`config.mk`:
```
export PLATFORM = sky130hd
export DESIGN_NAME = stc_counter
export DESIGN_NICKNAME = d
export VERILOG_FILES = /design/src/rtl/stc_counter.sv
export SDC_FILE = /design/constraint.sdc
export NUM_CORES = 1
export LEC_CHECK = 0
export CELL_PAD_IN_SITES_DETAIL_PLACEMENT = 0
export CELL_PAD_IN_SITES_GLOBAL_PLACEMENT = 1
export CORE_ASPECT_RATIO = 1.1
export CORE_MARGIN = 2
export CORE_UTILIZATION = 50
export CTS_CLUSTER_SIZE = 20
export DETAILED_ROUTE_END_ITERATION = 8
export DONT_BUFFER_PORTS = 1
export PLACE_DENSITY = 0.89
export SKIP_CTS_REPAIR_TIMING = 1
export SYNTH_ARGS = -nofsm -noshare
export SYNTH_HDL_FRONTEND = slang
export SYNTH_SLANG_ARGS = --single-unit
```
`constraint.sdc`:
```
create_clock -name clk2 -period 9.3 [get_ports clk2]
set_clock_uncertainty 0.05 [all_clocks]
set_input_delay 2.79 -clock clk2 [delete_from_list [all_inputs] [get_ports clk2]]
set_output_delay 2.79 -clock clk2 [all_outputs]
set_load 0.01 [all_outputs]
```
`src/rtl/stc_counter.sv`:
```
// -----------------------------------------------------------------------------
// stc_counter
//
// System Time Clock for the MPEG-2 TS QoS path.
// - Counts rising edges of a 27 MHz square wave sampled in the clk2 domain.
// - Keeps a 42-bit PCR-format time: a 33-bit base plus a 9-bit extension
//   (0..299).
// - Accepts STC loads from the PCR extractor.
// - Compares received PCRs against the local STC in a 3-stage pipeline and
//   reports the signed drift and an accuracy-violation flag.
//
// Ports
//   clk2        in   1   system clock (108 MHz)
//   rstn        in   1   synchronous active-low reset
//   clk_27_in   in   1   27 MHz square wave, already in the clk2 domain
//   load_valid  in   1   single-cycle STC load request
//   load_base   in  33   base value to load
//   load_ext    in   9   extension value to load (0..299 accepted)
//   check_valid in   1   single-cycle strobe carrying a received PCR
//   check_base  in  33   received PCR base
//   check_ext   in   9   received PCR extension
//   stc_base    out 33   current STC base
//   stc_ext     out  9   current STC extension
//   load_err    out  1   one-cycle pulse: load rejected (load_ext > 299)
//   delta_valid out  1   one-cycle pulse qualifying delta / ac_err
//   delta       out 43   signed drift in ticks (received PCR minus STC)
//   ac_err      out  1   |delta| > AC_LIMIT, qualified by delta_valid
// -----------------------------------------------------------------------------
module stc_counter #(
    parameter int AC_LIMIT = 14
) (
    input  logic        clk2,
    input  logic        rstn,
    input  logic        clk_27_in,
    input  logic        load_valid,
    input  logic [32:0] load_base,
    input  logic [8:0]  load_ext,
    input  logic        check_valid,
    input  logic [32:0] check_base,
    input  logic [8:0]  check_ext,
    output logic [32:0] stc_base,
    output logic [8:0]  stc_ext,
    output logic        load_err,
    output logic        delta_valid,
    output logic [42:0] delta,
    output logic        ac_err
);

    // One full wrap of the 42-bit PCR time: 2^33 * 300 ticks.
    localparam logic signed [42:0] MOD      = 43'sd2576980377600;
    localparam logic signed [42:0] HALF_MOD = 43'sd1288490188800;
    localparam logic signed [42:0] LIMIT    = 43'(AC_LIMIT);

    // base*300 + ext, built from shifts and adds (300 = 256 + 32 + 8 + 4).
    function automatic logic [41:0] to_ticks(input logic [32:0] base,
                                             input logic [8:0]  ext);
        logic [41:0] x;
        x = {9'd0, base};
        return (x << 8) + (x << 5) + (x << 3) + (x << 2) + {33'd0, ext};
    endfunction

    // ---------------------------------------------------------------- STC
    logic        prev_reg;
    logic        tick;
    logic [32:0] stc_base_reg;
    logic [8:0]  stc_ext_reg;
    logic        load_err_reg;

    assign tick = clk_27_in & ~prev_reg;

    always_ff @(posedge clk2) begin
        if (!rstn) begin
            // prev starts high so a divider output already high at reset
            // release is not mistaken for a rising edge.
            prev_reg     <= 1'b1;
            stc_base_reg <= '0;
            stc_ext_reg  <= '0;
            load_err_reg <= 1'b0;
        end else begin
            prev_reg     <= clk_27_in;
            load_err_reg <= 1'b0;
            if (load_valid) begin
                // A load request always consumes this cycle's tick, even
                // when the load itself is rejected.
                if (load_ext <= 9'd299) begin
                    stc_base_reg <= load_base;
                    stc_ext_reg  <= load_ext;
                end else begin
                    load_err_reg <= 1'b1;
                end
            end else if (tick) begin
                if (stc_ext_reg == 9'd299) begin
                    stc_ext_reg  <= '0;
                    stc_base_reg <= stc_base_reg + 33'd1;  // wraps at 2^33
                end else begin
                    stc_ext_reg  <= stc_ext_reg + 9'd1;
                end
            end
        end
    end

    // ------------------------------------------------------ check pipeline
    // S1: both times converted to ticks; the STC used is the value held in
    // the strobe cycle, before any tick or load of that cycle lands.
    logic               s1_valid_reg;
    logic [41:0]        s1_rx_total_reg;
    logic [41:0]        s1_stc_total_reg;
    // S2: wrap-corrected difference.
    logic               s2_valid_reg;
    logic signed [42:0] s2_d_reg;
    logic signed [42:0] d_raw;
    logic signed [42:0] d_next;
    // S3: outputs.
    logic               delta_valid_reg;
    logic signed [42:0] delta_reg;
    logic               ac_err_reg;

    always_comb begin
        d_raw  = $signed({1'b0, s1_rx_total_reg}) - $signed({1'b0, s1_stc_total_reg});
        d_next = d_raw;
        if (d_raw > HALF_MOD) begin
            d_next = d_raw - MOD;
        end else if (d_raw < -HALF_MOD) begin
            d_next = d_raw + MOD;
        end
    end

    always_ff @(posedge clk2) begin
        if (!rstn) begin
            s1_valid_reg     <= 1'b0;
            s1_rx_total_reg  <= '0;
            s1_stc_total_reg <= '0;
            s2_valid_reg     <= 1'b0;
            s2_d_reg         <= '0;
            delta_valid_reg  <= 1'b0;
            delta_reg        <= '0;
            ac_err_reg       <= 1'b0;
        end else begin
            s1_valid_reg <= check_valid;
            if (check_valid) begin
                s1_rx_total_reg  <= to_ticks(check_base, check_ext);
                s1_stc_total_reg <= to_ticks(stc_base_reg, stc_ext_reg);
            end

            s2_valid_reg <= s1_valid_reg;
            if (s1_valid_reg) begin
                s2_d_reg <= d_next;
            end

            // delta / ac_err hold their last values between results.
            delta_valid_reg <= s2_valid_reg;
            if (s2_valid_reg) begin
                delta_reg  <= s2_d_reg;
                ac_err_reg <= (s2_d_reg > LIMIT) || (s2_d_reg < -LIMIT);
            end
        end
    end

    assign stc_base    = stc_base_reg;
    assign stc_ext     = stc_ext_reg;
    assign load_err    = load_err_reg;
    assign delta_valid = delta_valid_reg;
    assign delta       = delta_reg;
    assign ac_err      = ac_err_reg;

endmodule

```
# After elaboration in Yosys (flattened, before gate mapping)
# Index checks and enable logic that the tools add are counted.
[classes]
n_addsub = 13
n_mul = 0
div = 0
magnitude_cmp = 5
n_eq_ne = 2
shift = 0
n_mux = 11
bitwise = 2
n_reduce_logical = 6
[op_table]
columns = ["op", "n"]
rows = [
  ["$mux 33", 4],
  ["$mux 43", 2],
  ["$add 41x38->42", 2],
  ["$add 42x35->42", 2],
  ["$add 42x36->42", 2],
  ["$add 42x9->42", 2],
  ["$add 43x43->43 const B", 1],
  ["$gt 43x42->1 const B", 1],
  ["$gt 43x5->1 const B", 1],
  ["$lt 43x42->1 const B", 1],
  ["$lt 43x5->1 const B", 1],
  ["$sub 42x42->43", 1],
  ["$sub 43x43->43 const B", 1],
  ["$mux 9", 4],
  ["$add 33x1->33 const B", 1],
  ["$add 9x1->9 const B", 1],
  ["$eq 9x9->1 const B", 1],
  ["$le 9x9->1 const B", 1],
  ["$reduce_and 2->1", 2],
  ["$reduce_bool 2->1", 2],
  ["$reduce_and 3->1", 1],
  ["$ne 2x1->1 const B", 1],
  ["$and 1x1->1", 1],
  ["$logic_or 1x1->1", 1],
  ["2 further kinds", 2],
]
[totals]
register_bits = 218
latchBits = 0
ramBits = 0
rom_bits = 0
in_bits = 89
output_inout_bits = 88
elab_cells = 51
mem_count = 0

# Longest topological paths before layout
[logic_depth]
ltp_word = 4
depth_mapped = 21
mapped_depth_nobuf = 21

# Least setup slack after synthesis
# OpenSTA, ideal clock, no wires.
[synth_path]
path_type = "input port to flip-flop"
startpoint = "input port check_base[3]"
endpoint = "register s1_rx_total_reg[40]"
setup_time_ps = 130
arrival_ps = 7289
required_time_ps = 9120
path_slack_ps = 1831
stages = 20
path_buffers = 0
cell_sequence = "inv_1 fa_1 inv_1 fa_1 ha_1 ha_1 a21o_1 a21oi_1 o21bai_1 a2111oi_0 o21ai_0 a221oi_1 a2111oi_0 o21ai_0 a31oi_1 a31o_2 nand3_1 nand2_1 xnor2_1 o22ai_1"
[synth_via]
elab_chain_len = 4
[synth_rtl]
columns = ["item", "line", "text"]
rows = [
  ["from (decl)", "39", "input logic [32:0] check_base,"],
  ["$add 41x38->42", "59", "return (x << 8) + (x << 5) + (x << 3) + (x << 2) + {33'd0, ext};"],
  ["$add 42x36->42", "59", ""],
  ["$add 42x35->42 (*)", "59", ""],
  ["$add 42x9->42 (*)", "59", ""],
  ["to (signal assigned)", "141", "s1_rx_total_reg <= to_ticks(check_base, check_ext);"],
  ["to (decl)", "106", "logic [41:0] s1_rx_total_reg;"],
]
# Every way passes the cells marked *; elsewhere a longest branch is shown, timed or not.
# A chain may end at the register's enable or synchronous reset.

# Worst setup path after layout
[layout_path]
startpoint = "input port check_base[3]"
endpoint = "register s1_rx_total_reg[39]"
# The elaborated chain is that of the path after synthesis.

==> results.txt <==
Status - finished clean
Hold Path Stages - 2
Die height - 210 µm
Worst-path fanout max - 4
DP HPWL - 37800 µm
Filler cell count - 3563
Synth cell types - 86
Drt initial violations - 959
Cell count after synthesis - 2229
Syn-to-layout area delta - 6.22%
Final setup fails - 0
Grt ovf - 0
Most frequent cells in the layout - nor2_1 (297), dfxtp_1 (216), ha_1 (206)
Final min period - 7.37 ns
Top Ports - 177
Syn Nets - 2655
Via/cell ratio - 5.84
Drt pass-1 iters - 5
Drt drc - 0
RSZ-0062 raised after global routing - false
Register area share after synthesis - 22.6%
RR Endpoint - s1_stc_total_reg[39]
Slew Limit Fails - 0
Yosys reg bits - 218
CTS Sinks - 218
Share of cells above drive strength 1 - 4.05%
CTS Buf Count - 25
EDFF count, synth - 0
Largest net degree at the start of global routing - 109
Ranking of synthesized cells by area - dfxtp_1 (23%), fa_1 (14%), ha_1 (13%)
Worst Reg2Reg Path Length in Cells - 20
Port Buffers - 0
Min-Delay Endpoint - s1_stc_total_reg[34]
P_leak - 9.45 nW
Layout Cells excl Fill - 2699
Die ar. - 40300 µm²
Hold_sp - s1_stc_total_reg[34]
Vias - 15800
Worst min path class - register to register
Wire length per cell - 17.9 µm
Int Pwr - 3.09 mW
Commonest non-fill, non-tap cell in the layout - nor2_1
Cell Pwr Density - 281 nW/µm²
R2R Setup Slk - 3.25 ns
Maximum Capacitance Violations - 0
Post-Syn Area per Cell - 8.68 µm²
Fmax - 136 MHz
Layout Nets - 2607
Max clock buf depth - 3
Setup TNS - 0 ns
Final critical-path share of the clock period - 79.2%
Worst setup EP type - register
Ys flop type - dfxtp_1
Worst r2r src - stc_base[3]
Synth Cell Area - 19300 µm²
Sw Share - 46.5%
Comb pwr share - 59.9%
Post-layout util - 53.8%
TritonCTS clock tree - built
Row cnt - 75
Psw - 2.69 mW
WHS - 0.427 ns
CP startpoint - check_base[3]
Post-DRT Antenna Nets - 0
Asr flop ratio synth - 0%
Worst-Margin Slew - 0.932 ns
Worst skew pair latency - 0.53 ns
Worst Path Class, Setup - input port to register
GPL Wtd Cong - 0.899
Number of global-route vias before repair - 15400
Total detailed-routing wirelength - 48400 µm
Placed cell count - 2654
First-pass GRT wire length - 78600 µm
Arrival time worst endpoint - 7.71 ns
N_diodes - 0
Reg clk slew, reported paths - 0.06 ns
GRT Resource Usage Total - 23.8%
Top-area cell type share of the netlist area - 22.6%
Die width - 192 µm
Final hold viol count - 0
Critical path launch point type - input port
Clk pwr share - 18.1%
Root Driver - clkbuf_16
Dominant cell type by area after synthesis - dfxtp_1
H-tree Lvls - 1
Seq pwr share - 22.1%
Initial core utilization - 50.7%
Slew headroom - 37.4%
Worst VDD drop - 151 µV
Worst path required time - 9.64 ns
YS warnings - 0
Core ar. - 38200 µm²
Number of antenna violations at the first check in global routing - 0
==> power groups by stage <==
stage          Sequential, mW  Clock [mW]  Combinational [mW]
2_1_floorplan            1.21           0                2.64
3_5_place_dp             1.29           0                3.40
5_1_grt                  1.29        1.10                3.82
4_1_cts                  1.27        1.06                3.43
3_3_place_gp             1.29           0                3.37
6_report                 1.27        1.04                3.46
==> metrics by stage <==
stage | total power [mW] | worst slack (ns) | area (µm²)
6_report | 5.78 | 1.93 | 20600
3_5_place_dp | 4.69 | 1.40 | 19700
3_3_place_gp | 4.65 | 1.54 | 19700
4_1_cts | 5.76 | 1.93 | 20600
5_1_grt | 6.21 | 1.49 | 20600
2_1_floorplan | 3.86 | 1.83 | 19300
==> worst max-delay path: stages <==
cell and delay [ns]:
inv_1 0.19, fa_1 0.46, inv_1 0.08, fa_1 0.43, ha_1 0.31, ha_1 0.23, fa_1 0.41, a21o_1 0.17
a21oi_1 0.21, nor2b_1 0.10, o2111a_1 0.28, o211ai_1 0.23, a21oi_1 0.10, o21ai_0 0.35, a21oi_1 0.18, o22ai_1 0.24
o21ai_0 0.17, o41ai_1 0.49, xnor2_1 0.11, mux2i_1 0.14, nor2_1 0.05
==> final cells by class <==
class                   instances  area, µm²  share of cell area, %
clock buffers                  28        667                   3.25
clock inverters                17        204                  0.992
inverters                     196        741                   3.60
multi-input cells            1731      13900                   67.5
flip-flops and latches        218       4370                   21.2
well taps                     500        626                   3.04
repair buffers                  9       67.6                  0.329
==> routing by layer <==
metal | global-route usage, % | part of all wire, % | wire (µm)
met5 | 0 | 0 | 0
met4 | 6.05 | 2.3 | 1130
met3 | 3.36 | 4.8 | 2340
met2 | 41.0 | 49 | 23500
met1 | 31.2 | 44 | 21500
==> how the worst max path moves through the flow <==
stage	endpoint	depth (start not counted)	slack, ns
2_1_floorplan	s1_rx_total_reg[40]	20	1.83
3_3_place_gp	s1_rx_total_reg[39]	21	1.54
3_5_place_dp	s1_rx_total_reg[39]	21	1.40
4_1_cts	s1_rx_total_reg[39]	21	1.93
5_1_grt	s1_rx_total_reg[39]	21	1.49
6_report	s1_rx_total_reg[39]	21	1.93
==> synth_stat cells, types with 5 or more instances <==
cell type,n
nand2b_1,17
ha_1,206
nand2_1,97
clkbuf_1,60
buf_1,14
o31ai_1,22
nor3_1,36
xnor2_1,72
nand3_1,49
nor2_1,297
nor4_1,21
a211oi_1,25
a21oi_1,145
mux2i_1,140
nor2b_1,15
o211ai_1,7
xor2_1,32
or3_1,16
o21ai_1,5
o41ai_1,6
fa_1,131
dfxtp_1,218
a31oi_1,17
and4_1,5
nand4_1,35
o21bai_1,22
o21ai_0,96
o21a_1,16
and2_1,15
inv_1,196
a22oi_1,19
and3_1,20
a21o_1,53
a221oi_1,9
==> cells by family (layout without fill, tap and decap cells) <==
kind of cell             count (synthesis)  after routing  share of synthesized area, %
multiplexers                           141            141                          7.30
flip-flops                             218            218                          22.6
XOR/XNOR                               105            105                          4.85
AND/OR/NAND/NOR                        647            647                          15.7
adder cells (fa/ha/maj)                337            337                          26.9
buffers and inverters                  280            250                          5.79
AO/OA/AOI/OAI                          501            501                          16.9
Power figures use the tool's default switching activity.
